**src/rtl/ps2_tx_host.sv**
```systemverilog
// ps2_tx_host
//   PS/2 host-to-device transmitter. Sends one command byte (e.g. 0xED set
//   LEDs, 0xF4 enable, 0xFF reset) to the attached keyboard. The shared
//   open-drain lines are driven through active-high pull-low enables, so this
//   block can sit alongside the existing PS/2 receiver on the same pads.
//   Frame: start, 8 data bits LSB first, odd parity, stop, then device ACK.
//
// Optional build macro: PS2_TX_TIMEOUT_EN
//   When defined, a watchdog aborts a transaction if the device stops
//   clocking for TIMEOUT_CYCLES clk cycles. Without it, tx_timeout is
//   tied 0 and a silent device leaves the block busy.
//
// Ports:
//   clk         in   system clock
//   reset       in   asynchronous, active-high reset
//   ps2clk      in   raw PS/2 clock pad input
//   ps2data     in   raw PS/2 data pad input
//   tx_start    in   single-cycle request, tx_data sampled when not busy
//   tx_data     in   command byte
//   ps2clk_oe   out  1 = pull ps2clk low
//   ps2data_oe  out  1 = pull ps2data low
//   busy        out  transmission in progress
//   tx_done     out  one-cycle pulse at end of transaction
//   tx_ack_err  out  valid with tx_done, 1 = device did not ACK
//   tx_timeout  out  valid with tx_done, 1 = aborted by watchdog

module ps2_tx_host #(
  parameter int INHIBIT_CYCLES = 10000,
  parameter int TIMEOUT_CYCLES = 2000000
) (
  input  logic       clk,
  input  logic       reset,
  input  logic       ps2clk,
  input  logic       ps2data,
  input  logic       tx_start,
  input  logic [7:0] tx_data,
  output logic       ps2clk_oe,
  output logic       ps2data_oe,
  output logic       busy,
  output logic       tx_done,
  output logic       tx_ack_err,
  output logic       tx_timeout
);

  localparam logic [2:0] IDLE      = 3'd0;
  localparam logic [2:0] INHIBIT   = 3'd1;
  localparam logic [2:0] RTS       = 3'd2;
  localparam logic [2:0] DATA      = 3'd3;
  localparam logic [2:0] PARITY    = 3'd4;
  localparam logic [2:0] STOP      = 3'd5;
  localparam logic [2:0] ACK       = 3'd6;
  localparam logic [2:0] WAIT_IDLE = 3'd7;

  localparam int INH_W = $clog2(INHIBIT_CYCLES + 1);

  logic [2:0]       state;
  logic [2:0]       clk_sync;
  logic [2:0]       data_sync;
  logic [7:0]       data_reg;
  logic             parity_reg;
  logic [2:0]       bit_cnt;
  logic [INH_W-1:0] inh_cnt;
  logic             ack_err_next;
  logic             clk_fall;
  logic             data_s;

  // Pad synchronizers; idle-high reset value so reset never looks like an edge
  always_ff @(posedge clk or posedge reset) begin
    if (reset) begin
      clk_sync  <= 3'b111;
      data_sync <= 3'b111;
    end else begin
      clk_sync  <= {clk_sync[1:0], ps2clk};
      data_sync <= {data_sync[1:0], ps2data};
    end
  end

  assign clk_fall = ~clk_sync[1] & clk_sync[2];
  assign data_s   = data_sync[2];

`ifdef PS2_TX_TIMEOUT_EN
  localparam int WD_W = $clog2(TIMEOUT_CYCLES + 1);

  logic [WD_W-1:0] wd_cnt;
  logic            wd_active;
  logic            wd_expired;

  // The watchdog only runs while the device owns the clock
  assign wd_active  = (state == RTS) || (state == DATA) || (state == PARITY) ||
                      (state == STOP) || (state == ACK) || (state == WAIT_IDLE);
  assign wd_expired = wd_active && (wd_cnt == WD_W'(TIMEOUT_CYCLES));

  always_ff @(posedge clk or posedge reset) begin
    if (reset) begin
      wd_cnt <= '0;
    end else if (!wd_active || clk_fall || wd_expired) begin
      wd_cnt <= '0;
    end else begin
      wd_cnt <= wd_cnt + 1'b1;
    end
  end
`else
  // The timeout limit only matters for watchdog builds
  logic unused_timeout;
  assign unused_timeout = (TIMEOUT_CYCLES > 0);
  assign tx_timeout     = 1'b0;
`endif

  // Frame sequencer; every output is registered. Each device falling edge
  // moves the data line to the next bit, so the device samples it on the
  // following rising edge.
  always_ff @(posedge clk or posedge reset) begin
    if (reset) begin
      state        <= IDLE;
      data_reg     <= '0;
      parity_reg   <= 1'b0;
      bit_cnt      <= '0;
      inh_cnt      <= '0;
      ack_err_next <= 1'b0;
      ps2clk_oe    <= 1'b0;
      ps2data_oe   <= 1'b0;
      busy         <= 1'b0;
      tx_done      <= 1'b0;
      tx_ack_err   <= 1'b0;
`ifdef PS2_TX_TIMEOUT_EN
      tx_timeout   <= 1'b0;
`endif
    end else begin
      tx_done <= 1'b0;
      case (state)
        IDLE: begin
          if (tx_start && !busy) begin
            data_reg   <= tx_data;
            parity_reg <= ~^tx_data;
            bit_cnt    <= '0;
            inh_cnt    <= INH_W'(INHIBIT_CYCLES - 1);
            busy       <= 1'b1;
            ps2clk_oe  <= 1'b1;
            state      <= INHIBIT;
          end
        end
        INHIBIT: begin
          if (inh_cnt == '0) begin
            // Request-to-send: release clock, pull data low as start bit
            ps2clk_oe  <= 1'b0;
            ps2data_oe <= 1'b1;
            state      <= RTS;
          end else begin
            inh_cnt <= inh_cnt - 1'b1;
          end
        end
        RTS: begin
          if (clk_fall) begin
            ps2data_oe <= ~data_reg[0];
            state      <= DATA;
          end
        end
        DATA: begin
          if (clk_fall) begin
            bit_cnt    <= bit_cnt + 3'd1;
            ps2data_oe <= ~data_reg[bit_cnt + 3'd1];
            if (bit_cnt == 3'd6) begin
              state <= PARITY;
            end
          end
        end
        PARITY: begin
          if (clk_fall) begin
            ps2data_oe <= ~parity_reg;
            state      <= STOP;
          end
        end
        STOP: begin
          if (clk_fall) begin
            ps2data_oe <= 1'b0;
            state      <= ACK;
          end
        end
        ACK: begin
          if (clk_fall) begin
            ack_err_next <= data_s;
            state        <= WAIT_IDLE;
          end
        end
        WAIT_IDLE: begin
          if (clk_sync[2] && data_s) begin
            tx_done    <= 1'b1;
            busy       <= 1'b0;
            tx_ack_err <= ack_err_next;
`ifdef PS2_TX_TIMEOUT_EN
            tx_timeout <= 1'b0;
`endif
            state      <= IDLE;
          end
        end
        default: state <= IDLE;
      endcase
`ifdef PS2_TX_TIMEOUT_EN
      // Abort overrides whatever the sequencer decided this cycle
      if (wd_expired) begin
        ps2clk_oe  <= 1'b0;
        ps2data_oe <= 1'b0;
        busy       <= 1'b0;
        tx_done    <= 1'b1;
        tx_ack_err <= 1'b1;
        tx_timeout <= 1'b1;
        state      <= IDLE;
      end
`endif
    end
  end

endmodule

```
**config.mk**
```make
export PLATFORM = sky130hd
export DESIGN_NAME = ps2_tx_host
export DESIGN_NICKNAME = d
export VERILOG_FILES = /design/src/rtl/ps2_tx_host.sv
export SDC_FILE = /design/constraint.sdc
export NUM_CORES = 1
export LEC_CHECK = 0
export CAP_MARGIN = 20
export CELL_PAD_IN_SITES_DETAIL_PLACEMENT = 1
export CELL_PAD_IN_SITES_GLOBAL_PLACEMENT = 1
export CORE_UTILIZATION = 30
export CTS_CLUSTER_SIZE = 40
export DETAILED_ROUTE_END_ITERATION = 16
export DONT_BUFFER_PORTS = 1
export PLACE_DENSITY = 0.58
export SLEW_MARGIN = 10
export SYNTH_ARGS = -nofsm -noshare
export SYNTH_HDL_FRONTEND = slang
export SYNTH_SLANG_ARGS = --single-unit
```
**constraint.sdc**
```tcl
create_clock -name clk -period 2.4 [get_ports clk]
set_clock_uncertainty 0.05 [all_clocks]
set_input_delay 0.72 -clock clk [delete_from_list [all_inputs] [get_ports clk]]
set_output_delay 0.72 -clock clk [all_outputs]
set_load 0.01 [all_outputs]
```
# Word level (Yosys, flattened, before mapping)
# Cells that the tools add are included.
# W data, S select, Z words.
classes:
  eq_ne: 18
  n_lt_le_gt_ge: 1
  n_bitwise: 5
  add_sub_neg: 2
  mux: 31
  reduce_logical: 19
op_table:
  columns: ["op", "count"]
  rows:
  - ["$mux W3", 11]
  - ["$mux W14", 2]
  - ["$pmux W14 S2", 1]
  - ["$pmux W3 S8", 1]
  - ["$ne A2 B2 Y1 const B", 10]
  - ["$eq A3 B3 Y1 const B", 5]
  - ["$logic_not A14 Y1", 1]
  - ["$sub A14 B1 Y14 const B", 1]
  - ["$reduce_and A3 Y1", 4]
  - ["$mux W1", 11]
  - ["$reduce_and A9 Y1", 1]
  - ["$reduce_xnor A8 Y1", 1]
  - ["$eq A3 B2 Y1 const B", 2]
  - ["$pmux W3 S2", 1]
  - ["$reduce_and A2 Y1", 3]
  - ["$reduce_and A6 Y1", 1]
  - ["$reduce_bool A2 Y1", 3]
  - ["$pmux W1 S5", 1]
  - ["$reduce_bool A5 Y1", 1]
  - ["$lt A3 B4 Y1 const B", 1]
  - ["$not A1 Y1", 4]
  - ["$pmux W1 S2", 2]
  - ["$add A3 B1 Y3 const B", 1]
  - ["$bmux W1 S3", 1]
  - ["5 further kinds", 6]
totals:
  word_cells: 89
  inputBits: 13
  ff_bits: 41

# Logic depth before layout (Yosys ltp)
# Gate-level depths: netlist of the first run.
depth:
  ltp_word: 6
  mapped_depth: 8
  mapped_depth_nobuf: 7

# Worst setup path before layout of the first run
# Ideal clock, no wire load.
synth_timing:
  path_kind: "reg-to-reg"
  start: "register inh_cnt[0]"
  end: "register ps2data_oe"
  path_stages_with_launch: 8
  setup_time_ns: 0.125
  required_time_ns: 2.225
  period_less_slack_ns: 2.008
  path_buffers: 0
  setup_slack_ns: 0.392
  t_arrival_ns: 1.833
  path_cell_list: "dfrtp_1 > inv_1 > ha_1 > or3b_1 > nand4b_4 > and2_1 > nor3_1 > mux2_2"
synth_via:
  elab_chain_cells: 3
synth_lines:
  columns: ["element", "line", "text"]
  rows:
  - ["start: declaration", "62", "logic [INH_W-1:0] inh_cnt;"]
  - ["start signal: assignment", "136", "inh_cnt <= INH_W'(INHIBIT_CYCLES - 1);"]
  - ["start signal: assignment", "149", "inh_cnt <= inh_cnt - 1'b1;"]
  - ["$logic_not A14 Y1", "143", "if (inh_cnt == '0) begin"]
  - ["$ne A2 B2 Y1 (no line)", null, null]
  - ["$reduce_and A6 Y1 (no line)", null, null]
  - ["end signal: assignment", "154", "ps2data_oe <= ~data_reg[0];"]
  - ["end signal: assignment", "161", "ps2data_oe <= ~data_reg[bit_cnt + 3'd1];"]
  - ["end signal: assignment", "169", "ps2data_oe <= ~parity_reg;"]
  - ["end: declaration", "38", "output logic ps2data_oe,"]
# Every way passes these cells.
# A chain may end at the register's enable or synchronous reset.

# Final worst setup path of the first run
# Ends and elaborated chain as after synthesis.

==> reports/results.tsv, run 1 <==
stage	metric	value	unit
layout	# fillers	790	
floorplan	DIE AREA	7500	µm²
clock_network	# hold bufs at CTS	0	
floorplan	Starting Density	31.3	%
clock_network	H-tree Lvls	2	
power_and_ir_drop	leakage	1.02	nW
critical_path	Top delay family on crit path	simple AND/OR/NAND/NOR gates	
critical_path	crit path DAT	2.36	ns
routing	number of detailed-route iterations in the first pass	6	
critical_path	critical path startpoint	inh_cnt[0]	
critical_path	Critical R2R Launch	inh_cnt[0]	
layout	max reg flops	14	
power_and_ir_drop	Max VDD drop	305	µV
placed_design	hpwl dp	3390	µm
global_route	vias in the first global route	1582	
synth	Synthesis Warnings	0	
global_route	GRT met1 Usage	18.2	%
layout	Final nets	240	
layout	Area Growth Syn to Fin	11.7	%
timing	Fmax	450	MHz
clock_network	clock sink count	41	
floorplan	cell row count	30	
synth	largest area contributor in the netlist	dfrtp_1	
routing	antenna-violating nets left	0	
critical_path	crit start category	flop	
placed_design	DP Cell Count	310	
global_route	pin count of the biggest net entering global routing	42	
synth	most frequent cells after synthesis	nand2_1, dfrtp_1, nand3_1, nor2_1	
timing	setup ws final	0.176	ns
power_and_ir_drop	power after layout	2.69	mW
clock_network	post-cts resize count	0	
floorplan	Die X-Extent	86.6	µm
clock_network	clock-pin slew on the worst setup and hold paths	0.09	ns
global_route	Tot GR Track Use	13.7	%
routing	Vias/cell	4.85	
synth	Async SR Flop Fraction	100	%
critical_path	CP Class	flop to flop	
synth	Synth Register Bits	41	
clock_network	CTS Buf Count	5	
layout	Post-Route Utilization	34.9	%
critical_path	nature of the critical path endpoint	flop	
global_route	GRT met3 Usage	3.24	%
timing	post-route clock period utilization	92.7	%
routing	number of remaining DRC errors	0	
timing	Worst Tran Pin Value	0.540	ns
synth	Mapped Avg Cell Area	9.90	µm²
clock_network	clk root buf	clkbuf_8	
critical_path	cells along the critical path	inv_1 > ha_1 > or3b_1 > nand4b_4 > and2_1 > nor3_1 > mux2_2	
routing	Post-Route WL	4610	µm
floorplan	Die Ht	86.6	µm
clock_network	CTS tree	done	
global_route	M2 GR Usage	21.6	%
placed_design	port bufs	0	
floorplan	Ports	19	
layout	n_diodes	0	
hold_path	Hold Path Class	flop to flop	
synth	predominant post-synthesis flop cell	dfrtp_1	
layout	layout cell share with drive strength beyond 1	14.0	%
layout	area of the multi-input gates	1040	µm²
synth	Syn Inst Count	217	
synth	number of flops mapped to enable cells by yosys	0	
global_route	GRT busiest layer	met2	
clock_network	Post-CTS Setup Repair Bufs	0	
timing	Final Hold Slack	0.310	ns
hold_path	startpoint of the worst hold path	data_sync[0]	
critical_path	WP data required	2.54	ns
routing	Routed wire per std cell	14.5	µm
synth	syn_nets	236	
timing	Post-Route Setup TNS	0	ns
critical_path	crit-path max FO	5	
global_route	first-pass GRT wire length	7890	µm
timing	RSZ-0062 raised after global routing	false	
critical_path	Slowest-stage cell, CP	dfrtp_1	
timing	crit path time final	2.22	ns
timing	Final Max Tran Viols	0	
synth	Yosys top cell area share	40.8	%
floorplan	Core ar.	6870	µm²
global_route	initial antenna violation count	0	
placed_design	GPL Wtd Cong	0.741	
synth	Area contributors post-synth	dfrtp_1, dfstp_2, nand2_1	
layout	Finished Layout Cells	318	
power_and_ir_drop	Pwr Density	1120	nW/µm²
outcome	outcome	finished clean	
synth	synthesized area	2150	µm²
critical_path	max incr delay on CP	0.44	ns
layout	register area	1030	µm²
routing	via count	1541	
timing	final hold viol count	0	
placed_design	placed cell areas	2280	µm²
routing	1st-iter DRT viols	115	
synth	register area share after synthesis	48.1	%
clock_network	clk buf depth	2	
clock_network	clk_lat worst skew	0.29	ns
critical_path	Buf/Inv on CP	1	
layout	Final Cell Area	2400	µm²
timing	Setup-failing EPs final	0	
placed_design	post-place setup slack	0.192	ns
flow_run	max_cap viols	0	
global_route	Overflow after GRT	0	
synth	most frequent cell after synthesis	nand2_1	
synth	Distinct cells, synth	50	
timing	Slew headroom	63.7	%
[power by group]
part,switching [mW],leakage [nW],internal [mW]
clock,0.247,0.0574,0.338
sequential,0.302,0.474,0.928
combinational,0.433,0.485,0.442
total,0.981,1.02,1.71
[routing by layer]
| layer | wire (µm) | up-vias |
|---|---|---|
| li1 | - | 754 |
| met1 | 2290 | 767 |
| met2 | 2090 | 13 |
| met3 | 124 | 7 |
| met4 | 93 | 0 |
| met5 | 0 | - |
[cell families (layout without fill, tap and decap cells)]
logic type / after synthesis / count (layout) / share of synthesized area (%)
buffers and inverters: 17 / 22 / 3.55
and+or+nand+nor: 97 / 97 / 23.4
AOI/OAI and AO/OA: 33 / 33 / 10.7
DFF: 41 / 41 / 48.1
adders and majority gates: 6 / 6 / 3.49
xor gates and xnor gates: 16 / 16 / 6.52
other: 1 / 1 / 0.175
muxes: 6 / 6 / 4.13
[layout make-up]
type	count	share of cell area (%)
clock buffer	6	3.44
sequential	41	43.1
multi-input combinational	159	43.3
clock inverter	2	1.56
timing repair buffer	6	2.40
inverter	8	1.25
tap	96	5.01
[placed cells by master (no fill, tap or decap), types with 2 or more instances in the layout]
cell type,count
buf_4,5
xor2_1,9
inv_1,7
mux2_2,2
or3b_1,2
dfstp_2,6
mux4_2,2
nor2_1,12
nor3_1,5
a21oi_1,5
xnor2_1,7
o211ai_1,4
or4_1,2
o31ai_1,2
nand2b_1,3
a31oi_1,3
nor2b_1,4
ha_1,6
nand2_1,39
clkbuf_8,6
o21ai_0,9
nand3_1,12
nor4_1,3
nor4_2,2
dfrtp_1,35
and3_1,2
and2_1,3
or2_2,2
[final timing paths]
| kind | cells after the start | slack, ns | to |
|---|---|---|---|
| hold reg to reg | 0 | 0.31 | data_sync[1] |
| hold / removal | 0 | 0.31 | data_sync[1] |
| setup / recovery | 7 | 0.18 | ps2data_oe |
| max in group asynchronous | 2 | 1.52 | data_reg[5] |
| min in group asynchronous | 2 | 0.38 | state[1] |
| setup reg to reg | 7 | 0.18 | ps2data_oe |
Note: power is estimated with default switching activity, not from simulation.
==> inputs of run 2 (changes only) <==
- MAX_ROUTING_LAYER: not set -> met4
==> run 2 against run 1 <==
  * Count of clock-buffer cells in the layout stayed put
  * Combinational power about the same
  * Setup slack hardly changed
  * Utilization stayed put
  * Design area unchanged
  * Critical path depth did not move
  * Total power about the same
  * Clock power about the same
  * Global-route usage up 0.41 points
  * Sequential cell count unchanged
  * Non-clock buffer count is the same
  * Largest power group unchanged
  * Highest routed layer unchanged
==> reports/results.tsv, run 2 (synthesis results as in run 1) <==
stage	metric	value	unit	change
outcome	outcome	finished clean		
layout	Final nets	240		unchanged
clock_network	clk_lat worst skew	0.29	ns	about the same
global_route	first-pass GRT wire length	7890	µm	about the same
critical_path	crit path DAT	2.36	ns	about the same
timing	Fmax	450	MHz	about the same
floorplan	Core ar.	6870	µm²	unchanged
clock_network	clk buf depth	2		unchanged
timing	Final Max Tran Viols	0		unchanged
critical_path	nature of the critical path endpoint	flop		
power_and_ir_drop	leakage	1.02	nW	unchanged
floorplan	Die X-Extent	86.6	µm	unchanged
floorplan	DIE AREA	7500	µm²	unchanged
floorplan	Ports	19		unchanged
routing	antenna-violating nets left	0		unchanged
critical_path	max incr delay on CP	0.44	ns	about the same
floorplan	cell row count	30		unchanged
global_route	initial antenna violation count	0		unchanged
clock_network	Post-CTS Setup Repair Bufs	0		unchanged
timing	RSZ-0062 raised after global routing	false		
clock_network	# hold bufs at CTS	0		unchanged
critical_path	CP Class	flop to flop		
global_route	pin count of the biggest net entering global routing	42		unchanged
layout	layout cell share with drive strength beyond 1	14.0	%	unchanged
timing	Slew headroom	63.7	%	unchanged
placed_design	GPL Wtd Cong	0.751		+1.3%
routing	via count	1541		unchanged
critical_path	Top delay family on crit path	simple AND/OR/NAND/NOR gates		
global_route	vias in the first global route	1581		-0.063%
clock_network	CTS Buf Count	5		unchanged
layout	Post-Route Utilization	34.9	%	unchanged
timing	post-route clock period utilization	92.7	%	about the same
routing	Vias/cell	4.85		unchanged
critical_path	WP data required	2.54	ns	about the same
layout	most frequent cells in the layout	nand2_1, dfrtp_1, nor2_1, nand3_1		
timing	Worst Tran Pin Value	0.540	ns	unchanged
critical_path	crit start category	flop		
timing	final hold viol count	0		unchanged
power_and_ir_drop	Max VDD drop	305	µV	about the same
critical_path	Buf/Inv on CP	1		unchanged
critical_path	cells along the critical path	inv_1 > ha_1 > or3b_1 > nand4b_4 > and2_1 > nor3_1 > mux2_2		
clock_network	clk root buf	clkbuf_8		
routing	number of detailed-route iterations in the first pass	6		unchanged
global_route	Tot GR Track Use	14.1	%	+0.41 points
timing	Post-Route Setup TNS	0	ns	unchanged
floorplan	Die Ht	86.6	µm	unchanged
clock_network	post-cts resize count	0		unchanged
routing	number of remaining DRC errors	0		unchanged
power_and_ir_drop	Pwr Density	1120	nW/µm²	about the same
flow_run	max_cap viols	0		unchanged
layout	max reg flops	14		unchanged
critical_path	Slowest-stage cell, CP	dfrtp_1		
critical_path	crit-path max FO	5		unchanged
hold_path	Hold Path Class	flop to flop		
layout	n_diodes	0		unchanged
timing	Setup-failing EPs final	0		unchanged
floorplan	Starting Density	31.3	%	unchanged
clock_network	CTS tree	done		
routing	Routed wire per std cell	14.5	µm	about the same
clock_network	clock sink count	41		unchanged
global_route	Overflow after GRT	0		unchanged
placed_design	hpwl dp	3390	µm	unchanged
routing	Post-Route WL	4600	µm	about the same
clock_network	H-tree Lvls	2		unchanged
clock_network	clock-pin slew on the worst setup and hold paths	0.09	ns	about the same
layout	Area Growth Syn to Fin	11.7	%	unchanged
placed_design	port bufs	0		unchanged
timing	crit path time final	2.22	ns	-0.0000200 ns
layout	commonest non-fill, non-tap cell in the layout	nand2_1		
routing	1st-iter DRT viols	115		unchanged
-- run 2: layout make-up --
| cell class | count | area [µm²] |
|---|---|---|
| Fill cell | 790 | 4470 |
| Inverter | 8 | 30.0 |
| Clock buffer | 6 | 82.6 |
| Clock inverter | 2 | 37.5 |
| Multi-Input combinational cell | 159 | 1040 |
| Timing Repair Buffer | 6 | 57.6 |
| Sequential cell | 41 | 1030 |
| Tap cell | 96 | 120 |
-- run 2: where the power goes --
group / switching (mW) / internal (mW) / total (mW) / leakage, nW
sequential: 0.302 / 0.928 / 1.23 / 0.474
combinational: 0.433 / 0.442 / 0.875 / 0.485
clock: 0.247 / 0.338 / 0.585 / 0.0574
-- run 2: per-stage QoR --
stage / setup slack [ns] / power [mW] / instances / hold slack [ns] / area [µm²]
after floorplan: 0.392 / 1.89 / 217 / 0.295 / 2150
after CTS: 0.167 / 2.74 / 318 / 0.313 / 2400
after detailed placement: 0.192 / 2.14 / 310 / 0.298 / 2280
final: 0.176 / 2.69 / 318 / 0.310 / 2400
after global routing: 0.0511 / 2.93 / 318 / 0.319 / 2400
after global placement: 0.259 / 2.10 / 310 / 0.297 / 2280
-- run 2: worst reg2reg max path, delay by kind of cell (launching register included) --
kind          cells  cell delay (ns)
simple gates      4             1.04
mux               1             0.35
fa+ha+maj         1             0.16
flops             1             0.44
buf+inv           1             0.08
-- run 2: path summary, 6_finish.rpt --
| check | endpoint | cells past startpoint | from | slack (ns) |
|---|---|---|---|---|
| worst max-delay path | ps2data_oe | 7 | inh_cnt[0] | 0.18 |
| worst min-delay path | data_sync[1] | 0 | data_sync[0] | 0.31 |
| worst max register to register | ps2data_oe | 7 | inh_cnt[0] | 0.18 |
| worst min register to register | data_sync[1] | 0 | data_sync[0] | 0.31 |
| max in group asynchronous | data_reg[5] | 2 | reset | 1.52 |
| min in group asynchronous | state[1] | 2 | reset | 0.38 |
-- run 2: per-layer routing --
layer,global-route usage (%),vias up,share of wire (%)
met5,-,-,0
li1,-,754,-
met3,3.24,7,2.7
met2,21.6,13,46
met1,18.2,767,49
met4,5.61,0,2.0
